[src/rtl/ps_fetch_seq.sv]
`default_nettype none
// ============================================================================
// Module   : ps_fetch_seq
// Purpose  : Program sequencer / fetch stage ahead of the PM read port. Owns
//            the PC, issues PM reads, pairs the returned instruction with its
//            fetch address and valid bit, and handles jump, call and return
//            through a small hardware return stack.
// Ports    : clk_fetch/reset      - fetch clock, async active-low reset
//            ps_stall             - decode back-pressure (hold everything)
//            dcd_jmp/call/rts     - redirect requests from decode
//            dcd_jmp_add          - jump/call target
//            pm_ps_op             - registered PM read data
//            ps_pm_cslt/wrb/add   - PM read port controls and address
//            ps_dcd_inst/vld/pc   - instruction, valid and address to decode
//            ps_stk_ovf/udf       - sticky return-stack overflow/underflow
// Revision : 1.0 - initial release
// ============================================================================
module ps_fetch_seq #(
    parameter int PMA_SIZE  = 16,
    parameter int PMD_SIZE  = 32,
    parameter int STK_DEPTH = 4
) (
    input  logic                clk_fetch,
    input  logic                reset,
    input  logic                ps_stall,
    input  logic                dcd_jmp,
    input  logic                dcd_call,
    input  logic                dcd_rts,
    input  logic [PMA_SIZE-1:0] dcd_jmp_add,
    input  logic [PMD_SIZE-1:0] pm_ps_op,
    output logic                ps_pm_cslt,
    output logic                ps_pm_wrb,
    output logic [PMA_SIZE-1:0] ps_pm_add,
    output logic [PMD_SIZE-1:0] ps_dcd_inst,
    output logic                ps_dcd_vld,
    output logic [PMA_SIZE-1:0] ps_dcd_pc,
    output logic                ps_stk_ovf,
    output logic                ps_stk_udf
);

    // Stack pointer counts 0..STK_DEPTH, so it needs one bit above the index.
    localparam int SP_W = $clog2(STK_DEPTH) + 1;
    localparam logic [SP_W-1:0]     c_SP_FULL = SP_W'(STK_DEPTH);
    localparam logic [SP_W-1:0]     c_SP_ONE  = SP_W'(1);
    localparam logic [PMA_SIZE-1:0] c_PC_ONE  = PMA_SIZE'(1);

    typedef enum logic [1:0] {
        S_BOOT  = 2'd0,
        S_RUN   = 2'd1,
        S_FLUSH = 2'd2
    } state_t;

    state_t              r_state;
    state_t              w_state_nxt;
    logic [PMA_SIZE-1:0] r_pc;
    logic [PMA_SIZE-1:0] w_pc_nxt;
    logic [PMA_SIZE-1:0] r_dcd_pc;
    logic                r_dcd_vld;
    logic [SP_W-1:0]     r_sp;
    logic [PMA_SIZE-1:0] r_stk [STK_DEPTH];
    logic                r_ovf;
    logic                r_udf;

    logic                w_accept;
    logic                w_redir_en;
    logic                w_do_rts;
    logic                w_do_call;
    logic                w_do_jmp;
    logic                w_redir;
    logic                w_stk_full;
    logic                w_stk_empty;
    logic [SP_W-1:0]     w_sp_m1;
    logic [PMA_SIZE-1:0] w_ret_add;

    assign w_accept    = ~ps_stall & (r_state != S_BOOT);
    // Redirects only come from a live instruction sitting in decode.
    assign w_redir_en  = w_accept & r_dcd_vld;
    assign w_do_rts    = w_redir_en & dcd_rts;
    assign w_do_call   = w_redir_en & ~dcd_rts & dcd_call;
    assign w_do_jmp    = w_redir_en & ~dcd_rts & ~dcd_call & dcd_jmp;
    assign w_redir     = w_do_rts | w_do_call | w_do_jmp;
    assign w_stk_full  = (r_sp == c_SP_FULL);
    assign w_stk_empty = (r_sp == '0);
    assign w_sp_m1     = r_sp - c_SP_ONE;
    assign w_ret_add   = r_dcd_pc + c_PC_ONE;

    // Next-state / next-PC logic
    always_comb begin
        w_state_nxt = r_state;
        w_pc_nxt    = r_pc;
        case (r_state)
            S_BOOT: begin
                w_state_nxt = S_RUN;
            end
            S_RUN, S_FLUSH: begin
                if (w_accept) begin
                    w_state_nxt = w_redir ? S_FLUSH : S_RUN;
                    if (w_do_rts) begin
                        w_pc_nxt = w_stk_empty ? '0 : r_stk[w_sp_m1[SP_W-2:0]];
                    end else if (w_do_call || w_do_jmp) begin
                        w_pc_nxt = dcd_jmp_add;
                    end else begin
                        w_pc_nxt = r_pc + c_PC_ONE;
                    end
                end
            end
            default: begin
                w_state_nxt = S_BOOT;
            end
        endcase
    end

    always_ff @(posedge clk_fetch or negedge reset) begin
        if (!reset) begin
            r_state <= S_BOOT;
            r_pc    <= '0;
        end else begin
            r_state <= w_state_nxt;
            r_pc    <= w_pc_nxt;
        end
    end

    // Decode-side tag: the fetch issued on a redirect edge is the squashed one.
    always_ff @(posedge clk_fetch or negedge reset) begin
        if (!reset) begin
            r_dcd_pc  <= '0;
            r_dcd_vld <= 1'b0;
        end else if (w_accept) begin
            r_dcd_pc  <= r_pc;
            r_dcd_vld <= ~w_redir;
        end
    end

    // Return-stack pointer and sticky error flags
    always_ff @(posedge clk_fetch or negedge reset) begin
        if (!reset) begin
            r_sp  <= '0;
            r_ovf <= 1'b0;
            r_udf <= 1'b0;
        end else begin
            if (w_do_call) begin
                if (w_stk_full) begin
                    r_ovf <= 1'b1;
                end else begin
                    r_sp <= r_sp + c_SP_ONE;
                end
            end else if (w_do_rts) begin
                if (w_stk_empty) begin
                    r_udf <= 1'b1;
                end else begin
                    r_sp <= w_sp_m1;
                end
            end
        end
    end

    // Stack storage carries no reset; contents are meaningless until pushed.
    always_ff @(posedge clk_fetch) begin
        if (w_do_call && !w_stk_full) begin
            r_stk[r_sp[SP_W-2:0]] <= w_ret_add;
        end
    end

    assign ps_pm_cslt  = (r_state != S_BOOT) & ~ps_stall;
    assign ps_pm_wrb   = 1'b0;
    assign ps_pm_add   = r_pc;
    assign ps_dcd_inst = pm_ps_op;
    assign ps_dcd_vld  = r_dcd_vld;
    assign ps_dcd_pc   = r_dcd_pc;
    assign ps_stk_ovf  = r_ovf;
    assign ps_stk_udf  = r_udf;

endmodule
`default_nettype wire

[config.mk]
export PLATFORM = sky130hd
export DESIGN_NAME = ps_fetch_seq
export DESIGN_NICKNAME = d
export VERILOG_FILES = /design/src/rtl/ps_fetch_seq.sv
export SDC_FILE = /design/constraint.sdc
export NUM_CORES = 1
export LEC_CHECK = 0
export CAP_MARGIN = 5
export CORE_UTILIZATION = 54
export CTS_CLUSTER_DIAMETER = 40
export DETAILED_ROUTE_END_ITERATION = 10
export HOLD_SLACK_MARGIN = 0.08
export MAX_ROUTING_LAYER = met4
export PLACE_DENSITY = 0.86
export SYNTH_ARGS = -nofsm -noshare
export SYNTH_HDL_FRONTEND = slang
export SYNTH_SLANG_ARGS = --single-unit
export TNS_END_PERCENT = 30
[constraint.sdc]
create_clock -name clk_fetch -period 4.8 [get_ports clk_fetch]
set_input_delay 0.96 -clock clk_fetch [delete_from_list [all_inputs] [get_ports clk_fetch]]
set_output_delay 0.96 -clock clk_fetch [all_outputs]
set_load 0.1 [all_outputs]
==> impl_results.md <==
- Clock sinks: approximately 100
- CTS resizes: 0
- Worst Skew: between 0.01 and 0.015 ns
- Post-CTS Setup Bufs: 0
- Pin count of the biggest net entering global routing: a little over 40
- Fin util: a little over three fifths
- Setup_tns: 0 ns
- Syn nets: 481
- Most used DFF post-synth: edfxtp_1
- Reg2reg end: ps_pm_add[11]
- EDFF count, synth: 64
- Top cells by count, synth: edfxtp_1, nand2_1, dfrtp_1
- Global Route Usage Sum: a little over a quarter
- Avg Inst Size Synth: ~12 sq um
- Worst setup EP type: output pin
- Tcrit/Tclk final: between 70% and 80%
- Post-Synth XOR/XNOR Area: about 4.3%
- Clock insertion delay at the later pin of the skew report: about 0.36 ns
- Chip Height: around 99 um
- Proportion of layout cells with a drive suffix above 1: 8.99%
- DR DRC count: 0
- HP Start: ps_stk_ovf
- Initial core utilization: a little under three fifths
- Pwr/cell area: about 760 nW/um^2
- Yosys cell types: around 50
- Fin area: ~5700 sq um
- Post-synthesis adder-cell area fraction: 2.44%
- Final count of negative-setup-slack endpoints: 0
- Total congestion overflow: 0
- Maximum fanout along the worst path: 26
- FMAX: roughly 290 MHz
- FF-to-FF setup slack: 2.12 ns
- Cells after DPL: 540
- Setup slack at placement: about 1.3 ns
- WHS: around 0.47 ns
- Count leader, synth: edfxtp_1
- Core area: ~9200 sq um
- IO buf count: 57
- Routed vias/inst: around 6
- Synth area leaders: edfxtp_1, dfrtp_1, mux4_2, buf_4, nand2_1
- Clk root buf: clkbuf_8
- Final Slew Violations: 0
- First-pass DRT Iterations: 5
- Final net count: between 500 and 600
- Antenna violations before repair: 0
- Netlist Area Pre-Place: about 5000 sq um
- Via count: ~3400
- Worst-Margin Slew: roughly 1 ns
- Startpoint Class: input port
- Minimum clock period: between 3 and 4 ns
- Yosys top cell area share: 37.5%
- GP Congestion: roughly 0.8
- Compound-gate portion of the synthesized area: under 10%
- Crit Path Category: in -> out
- Post-synthesis sequential area ratio: roughly 57%
- Layout area overhead: 12.1%
- Ant diodes: 0
- Post-DP HPWL: 7.90 mm
- Hold Vio Cnt, Final: 0
- Seq cells post-synth: ~100
- Hold Path Stages: 1
- Cells after Synth: 417
- Share of async-settable or async-resettable flops after synthesis: about two fifths
- First-pass GRT wire length: about 19 mm
- Hold_buf cts: 0
- Max cap viols: 0
- Status: finished, final reports clean
- Lkg Pwr: about 2.2 nW
- Final Total Pwr: around 4.4 mW
- # rows: 35
- Reg-to-reg startpoint: r_state[0]
- Critical path required time: about 3.8 ns
- H-tree depth: 3
- TritonCTS clock tree: built
- IO Count: 123
- CP arrival: 2.53 ns
- Avg WL per Cell: between 20 and 25 um
- Synth area leader: edfxtp_1
- Total CTS buffers: 9
- DIE AREA: a little under 10000 sq um
- Reg2Reg Depth: 9
- Multiplexer share of the synthesized area: between 7 and 8%
- Initial DRC Count: between 200 and 300
- HP Class: reg -> reg
- Largest family of logic cells by synthesized area: simple AND/OR/NAND/NOR gates
- RSZ-0062 raised after global routing: false
- Hold EP: ps_stk_ovf
- Post-DP Area: 5530 sq um
- Vias in the first global route: ~3500
- Final setup margin: about 1.3 ns
- Routed WL: roughly 12 mm
- Worst slew margin: about 35%
- Synth Warn #: 0
- Peak VDD IR: between 500 and 600 uV
- Simple-gate share of the synthesized area: 12.1%
- Clock slew at reported path FFs: 0.09 ns
- Routed Antenna Nets: 0
- Clock Path Buffers: 2
- Fin cells: 556
- Die X: just under 100 um
[how the worst max path moves through the flow]
| stage | start | endpoint | slack (ns) |
|---|---|---|---|
| floorplan | ps_stall | ps_pm_cslt | 1.43 |
| global placement | ps_stall | ps_pm_cslt | 1.35 |
| detailed placement | ps_stall | ps_pm_cslt | 1.31 |
| CTS | ps_stall | ps_pm_cslt | 1.30 |
| global route | ps_stall | ps_pm_cslt | 1.23 |
| finish | ps_stall | ps_pm_cslt | 1.31 |
[cell usage in the layout (no fill, tap or decap), types with 3 or more instances in the layout]
cell,n
xnor2_1,18
and2_1,9
o31a_1,3
mux4_2,16
nor4_1,3
o21a_1,3
o21ai_1,9
a21o_1,8
and3_1,6
inv_1,10
clkbuf_8,9
mux2i_1,3
a211oi_1,3
a221o_1,3
a22oi_1,3
edfxtp_1,64
nand2_1,54
o211ai_1,3
buf_4,5
a21oi_1,16
xor2_1,7
clkdlybuf4s50_1,55
dfrtp_1,40
nand4_1,3
o21ai_0,8
nand3_1,13
ha_1,10
nor3_1,4
nor2_1,25
[sequential cells by signal, indices dropped and copies added, names as in the netlist]
register and flops:
r_stk 64, ps_pm_add 16, ps_dcd_pc 16, ps_dcd_vld 1, r_sp 3, ps_stk_udf 1
ps_stk_ovf 1, r_state 2
[routing by layer]
layer  track usage, %  share of wire (%)  vias up
met5                -                  0        -
met4             8.03                1.8        0
met3             4.57                8.3       25
met2             44.4                 51      168
met1             32.6                 39     1663
li1                 -                  -     1524
[logic make-up (layout without fill, tap and decap cells)]
family | after synthesis | count (layout)
compound gates | 71 | 71
xor+xnor | 25 | 25
fa+ha+maj | 10 | 10
buf+inv | 60 | 88
flops | 104 | 104
mux | 19 | 19
other cells | 1 | 1
simple gates | 127 | 127
[critical path, stage by stage]
cell,delay (ns)
clkdlybuf4s50_1,0.47
or2_1,0.24
buf_4,0.23
inv_2,0.26
buf_4,0.35
[cell type report]
type | instances | area (sq um)
multi-input combinational | 253 | 1840
fill | 701 | 3450
timing repair buffer | 61 | 593
clock inverter | 5 | 81.3
clock buffer | 11 | 131
inverter | 11 | 41.3
sequential | 104 | 2920
tap | 111 | 139
[where the power goes]
part | leakage [nW] | internal (mW) | total (mW) | switching (mW)
Clock | 0.106 | 0.296 | 0.585 | 0.289
Sequential | 1.07 | 1.20 | 1.46 | 0.259
Combinational | 1.04 | 0.703 | 2.34 | 1.64
Power figures use the tool's default switching activity.
